$ cat src/rtl/riscv_pkg.sv
// Shared opcode constants and loader/control FSM state encoding.
package riscv_pkg;

  localparam logic [6:0] OP_LOAD   = 7'h03;
  localparam logic [6:0] OP_STORE  = 7'h23;
  localparam logic [6:0] OP_BRANCH = 7'h63;
  localparam logic [6:0] OP_RTYPE  = 7'h33;
  localparam logic [6:0] OP_ITYPE  = 7'h13;

  typedef enum logic [1:0] {
    ST_IDLE  = 2'd0,
    ST_RECV  = 2'd1,
    ST_WRITE = 2'd2,
    ST_DONE  = 2'd3
  } state_t;

endpackage

$ cat src/rtl/opcode_check.sv
// Combinational legality check of a 7-bit major opcode.
module opcode_check
  import riscv_pkg::*;
(
  input  logic [6:0] i_opcode,
  output logic       o_legal
);

  assign o_legal = (i_opcode == OP_LOAD)   || (i_opcode == OP_STORE) ||
                   (i_opcode == OP_BRANCH) || (i_opcode == OP_RTYPE) ||
                   (i_opcode == OP_ITYPE);

endmodule

$ cat src/rtl/instr_loader.sv
// Assembles little-endian byte stream into 32-bit words and writes them to
// instruction memory, flagging the first word with an unsupported opcode.
module instr_loader
  import riscv_pkg::*;
#(
  parameter int unsigned DEPTH  = 64,
  parameter int unsigned ADDR_W = 6
) (
  input  logic              clk,
  input  logic              reset,
  input  logic              start,
  input  logic [ADDR_W:0]   word_count,
  input  logic              abort,
  input  logic [7:0]        byte_in,
  input  logic              byte_valid,
  output logic              byte_ready,
  output logic              we,
  output logic [ADDR_W-1:0] waddr,
  output logic [31:0]       wdata,
  output logic              busy,
  output logic              done,
  output logic              illegal,
  output logic [ADDR_W-1:0] illegal_addr
);

  localparam logic [ADDR_W:0] DEPTH_CNT = (ADDR_W+1)'(DEPTH);

  state_t            r_state;
  logic [1:0]        r_byte_idx;
  logic [ADDR_W-1:0] r_word_idx;
  logic [ADDR_W:0]   r_count;
  logic [31:0]       r_wdata;
  logic              r_illegal;
  logic [ADDR_W-1:0] r_illegal_addr;

  logic              w_legal;
  logic              w_last;
  logic [ADDR_W:0]   w_count_clamped;

  opcode_check u_opcode_check (
    .i_opcode (r_wdata[6:0]),
    .o_legal  (w_legal)
  );

  assign w_count_clamped = (word_count > DEPTH_CNT) ? DEPTH_CNT : word_count;
  assign w_last          = ({1'b0, r_word_idx} == (r_count - 1'b1));

  always_ff @(posedge clk or posedge reset) begin
    if (reset) begin
      r_state        <= ST_IDLE;
      r_byte_idx     <= '0;
      r_word_idx     <= '0;
      r_count        <= '0;
      r_wdata        <= '0;
      r_illegal      <= 1'b0;
      r_illegal_addr <= '0;
    end else begin
      case (r_state)
        ST_IDLE: begin
          if (start) begin
            if (word_count == '0) begin
              r_state <= ST_DONE;
            end else begin
              r_state        <= ST_RECV;
              r_count        <= w_count_clamped;
              r_byte_idx     <= '0;
              r_word_idx     <= '0;
              r_illegal      <= 1'b0;
              r_illegal_addr <= '0;
            end
          end
        end
        ST_RECV: begin
          if (abort) begin
            r_state <= ST_IDLE;
          end else if (byte_valid) begin
            r_wdata[{r_byte_idx, 3'b000} +: 8] <= byte_in;
            r_byte_idx <= r_byte_idx + 2'd1;
            if (r_byte_idx == 2'd3) begin
              r_state <= ST_WRITE;
            end
          end
        end
        ST_WRITE: begin
          if (abort) begin
            r_state <= ST_IDLE;
          end else begin
            // Only the first offending word records its address.
            if (!w_legal && !r_illegal) begin
              r_illegal      <= 1'b1;
              r_illegal_addr <= r_word_idx;
            end
            if (w_last) begin
              r_state <= ST_DONE;
            end else begin
              r_state    <= ST_RECV;
              r_word_idx <= r_word_idx + 1'b1;
              r_byte_idx <= '0;
            end
          end
        end
        ST_DONE: r_state <= ST_IDLE;
        default: r_state <= ST_IDLE;
      endcase
    end
  end

  // A same-cycle abort must cancel the pending write, so we is gated combinationally.
  assign we           = (r_state == ST_WRITE) && !abort;
  assign byte_ready   = (r_state == ST_RECV);
  assign busy         = (r_state != ST_IDLE);
  assign done         = (r_state == ST_DONE);
  assign waddr        = r_word_idx;
  assign wdata        = r_wdata;
  assign illegal      = r_illegal;
  assign illegal_addr = r_illegal_addr;

endmodule

$ cat config.mk
export PLATFORM = sky130hd
export DESIGN_NAME = instr_loader
export DESIGN_NICKNAME = d
export VERILOG_FILES = /design/src/rtl/riscv_pkg.sv /design/src/rtl/opcode_check.sv /design/src/rtl/instr_loader.sv
export SDC_FILE = /design/constraint.sdc
export NUM_CORES = 1
export LEC_CHECK = 0
export ABC_CLOCK_PERIOD_IN_PS = 3650
export BUFFER_PORTS_ARGS = -buffer_cell sky130_fd_sc_hd__buf_2
export CORE_MARGIN = 1
export CORE_UTILIZATION = 50
export CTS_BUF_LIST = sky130_fd_sc_hd__clkbuf_4
export CTS_CLUSTER_SIZE = 28
export DETAILED_ROUTE_END_ITERATION = 7
export PLACE_DENSITY_LB_ADDON = 0.15
export SLEW_MARGIN = 20
export SYNTH_ARGS = -nofsm -noshare
export SYNTH_HDL_FRONTEND = slang
export SYNTH_HIERARCHICAL = 1
export SYNTH_SLANG_ARGS = --single-unit
$ cat constraint.sdc
create_clock -name clk -period 3.65 [get_ports clk]
set_clock_uncertainty 0.1 [all_clocks]
set_input_delay 0.365 -clock clk [delete_from_list [all_inputs] [get_ports clk]]
set_output_delay 0.365 -clock clk [all_outputs]
set_load 0.01 [all_outputs]
==> impl_metrics.json <==
{
  "vdd_drop_max_v": 0.000232,
  "dpl_cell_area_mm2": 0.00307,
  "vias_per_cell": 5.11,
  "setup_viol": 0,
  "grt_remaining_overflow": 0,
  "wl_per_cell_um": 13.5,
  "leakage_nw": 1.63,
  "grt_pass1_wl_um": 8760,
  "cts_sinks": 56,
  "root_buffer": "clkbuf_4",
  "synth_seq_cells": 56,
  "syn_inst": 286,
  "drv_cap": 0,
  "cp-start-kind": "flip-flop",
  "cp-end-kind": "flip-flop",
  "cts_tree": "yes",
  "grtUsageTotal": 0.213,
  "synth_top_area_frac": 0.525,
  "async_flop_share": 1.00,
  "whs_ns": 0.119,
  "drt_pre_antenna_iters": 4,
  "drcViolationCount": 0,
  "syn_nets": 313,
  "synth_flop_cell": "dfrtp_1",
  "fill_cells": 478,
  "drt_wl_total_um": 5770,
  "areaGrowthSynthToFinish_pct": 18.5,
  "grt_max_degree": 36,
  "critical_path_required_ns": 3.84,
  "hold_viol_final": 0,
  "ios": 69,
  "nNetsFinal": 382,
  "core-area_mm2": 0.00514,
  "hpwl_um": 4230,
  "worst_slew_pin_slew_ns": 0.998,
  "chipWidth_um": 75.1,
  "period_needed_ns": 2.34,
  "clk_path_buf_depth": 2,
  "synthMuxAreaShare": 0.0164,
  "synth_area_leaders": "dfrtp_1 53%, nand2_1 13%, o21ai_0 6.8%",
  "status": "complete, no violations",
  "drtIter0Drc": 98,
  "cts_made_buffers": 5,
  "synthTopCellsByCount": "89 x nand2_1, 56 x dfrtp_1, 36 x o21ai_0",
  "clkLatencyLatePin_ns": 0.39,
  "postCtsResizedCells": 0,
  "final_area_mm2": 0.00316,
  "dp_slack_ns": 1.37,
  "n_antenna_cell": 0,
  "synth-compound-area-share": 0.153,
  "path_clk_slew_ns": 0.15,
  "final_util": 0.615,
  "arrival_ns": 2.53,
  "synthSimpleGateAreaFrac": 0.223,
  "die_area_mm2": 0.00563,
  "postCtsSetupBuffers": 0,
  "yosysWarnings": 6,
  "post-route-period-util": 0.641,
  "finalMaxSlewViolations": 0,
  "grt_pass1_vias": 1775,
  "yosysTopAreaCell": "dfrtp_1",
  "final_antenna_net_count": 0,
  "hold_path.class": "input port to flip-flop",
  "antenna_found_initial": 0,
  "portBuffers": 68,
  "drive_above_1_share": 0.244,
  "placementRows": 26,
  "start_util": 0.519,
  "synth-seq-area-share": 0.525,
  "clock.fmax_mhz": 427,
  "synth_fa_ha_area_frac": 0.0328,
  "setup_slack_ns": 1.31,
  "h-tree-depth": 2,
  "critPathMaxFanout": 9,
  "synth_edf_count": 0,
  "grt_setup_unrepaired": "no",
  "gp_congestion": 0.822,
  "crit_type": "flip-flop to flip-flop",
  "synth_area_mm2": 0.00267,
  "synth-xor-area-share": 0.0263,
  "ys_types": 39,
  "synth.avg_cell_area_um2": 9.33,
  "setup_tns_ns": 0,
  "power.density_mw_per_mm2": 466,
  "maxSlewHeadroom": 0.328,
  "synth_most_common_cell": "nand2_1",
  "via_count": 2176,
  "synth_top_family_by_area": "simple AND/OR/NAND/NOR gates",
  "fp.dieH_um": 75.1
}
-- metrics by stage --
| stage | cells | total power, W |
|---|---|---|
| after floorplan | 286 | 0.00100 |
| final | 426 | 0.00147 |
| after global placement | 417 | 0.00112 |
| after CTS | 426 | 0.00148 |
| after global routing | 426 | 0.00156 |
| after detailed placement | 417 | 0.00113 |
-- repair_timing --
action                                  in CTS  in global routing
endpoints found under the setup margin       0                  0
hold buffers                                 1                  0
endpoints found under the hold margin       21                  0
-- cells in the final DEF (no fill, tap or decap), types with 2 or more instances in the layout --
cell	n
a21boi_0	2
a21o_1	2
a21oi_1	5
a22o_1	7
a31o_2	3
and2_1	3
buf_2	68
clkbuf_4	6
dfrtp_1	56
ha_1	7
inv_1	6
mux2_2	3
nand2_1	89
nand2b_1	4
nand3_1	3
nand3b_1	6
nand4_1	3
nor2_1	9
nor3_1	6
nor3b_1	3
nor4_1	2
o21ai_0	36
o21bai_1	2
xnor2_1	4
xor2_1	4
-- critical path: stages (launching register included) --
cell and delay (ns):
dfrtp_1 0.45, inv_1 0.08, ha_1 0.26, xnor2_1 0.19, a21o_1 0.14, o21ai_1 0.10, a311oi_4 0.54, mux2_2 0.39
-- worst paths after layout --
path / startpoint / to / slack [ns] / cells past startpoint
setup / recovery: r_count[0] / waddr[1] / 1.31 / 7
hold / removal: word_count[2] / r_count[2] / 0.12 / 3
setup reg to reg: r_count[0] / waddr[1] / 1.31 / 7
hold reg to reg: wdata[15] / wdata[15] / 0.39 / 2
max in group asynchronous: reset / wdata[28] / 2.24 / 4
min in group asynchronous: reset / wdata[6] / 0.40 / 3
-- layout make-up --
| cell class | count | area (um^2) | share of cell area |
|---|---|---|---|
| timing repair buffer | 70 | 358 | 0.113 |
| sequential | 56 | 1400 | 0.443 |
| inverter | 7 | 26.3 | 0.00831 |
| tap | 70 | 87.6 | 0.0277 |
| multi-input combinational | 215 | 1200 | 0.381 |
| clock buffer | 6 | 45.0 | 0.0142 |
| clock inverter | 2 | 38.8 | 0.0123 |
-- sequential cells by signal, indices dropped and copies added, names as in the netlist --
signal	flops
r_state	2
waddr	6
illegal	1
illegal_addr	6
r_byte_idx	2
r_count	7
wdata	32
-- power breakdown --
| group | switching (W) | internal, W | leakage [nW] |
|---|---|---|---|
| Sequential | 0.0000638 | 0.000690 | 0.766 |
| Clock | 0.000201 | 0.000155 | 0.0463 |
| Combinational | 0.000220 | 0.000144 | 0.818 |
-- cells by family after synthesis --
family,count (synthesis)
AOI/OAI and AO/OA,63
xor gates and xnor gates,8
adders and majority gates,7
buffers and inverters,15
DFF,56
muxes,4
and+or+nand+nor,133
-- metal layers --
layer | global-route usage | wire (um) | vias to the layer above
met2 | 0.298 | 2510 | 66
li1 | - | - | 1118
met1 | 0.326 | 2880 | 986
met5 | 0 | 0 | -
met3 | 0.0509 | 303 | 6
met4 | 0.0629 | 72 | 0
(Power assumes the default switching activity.)
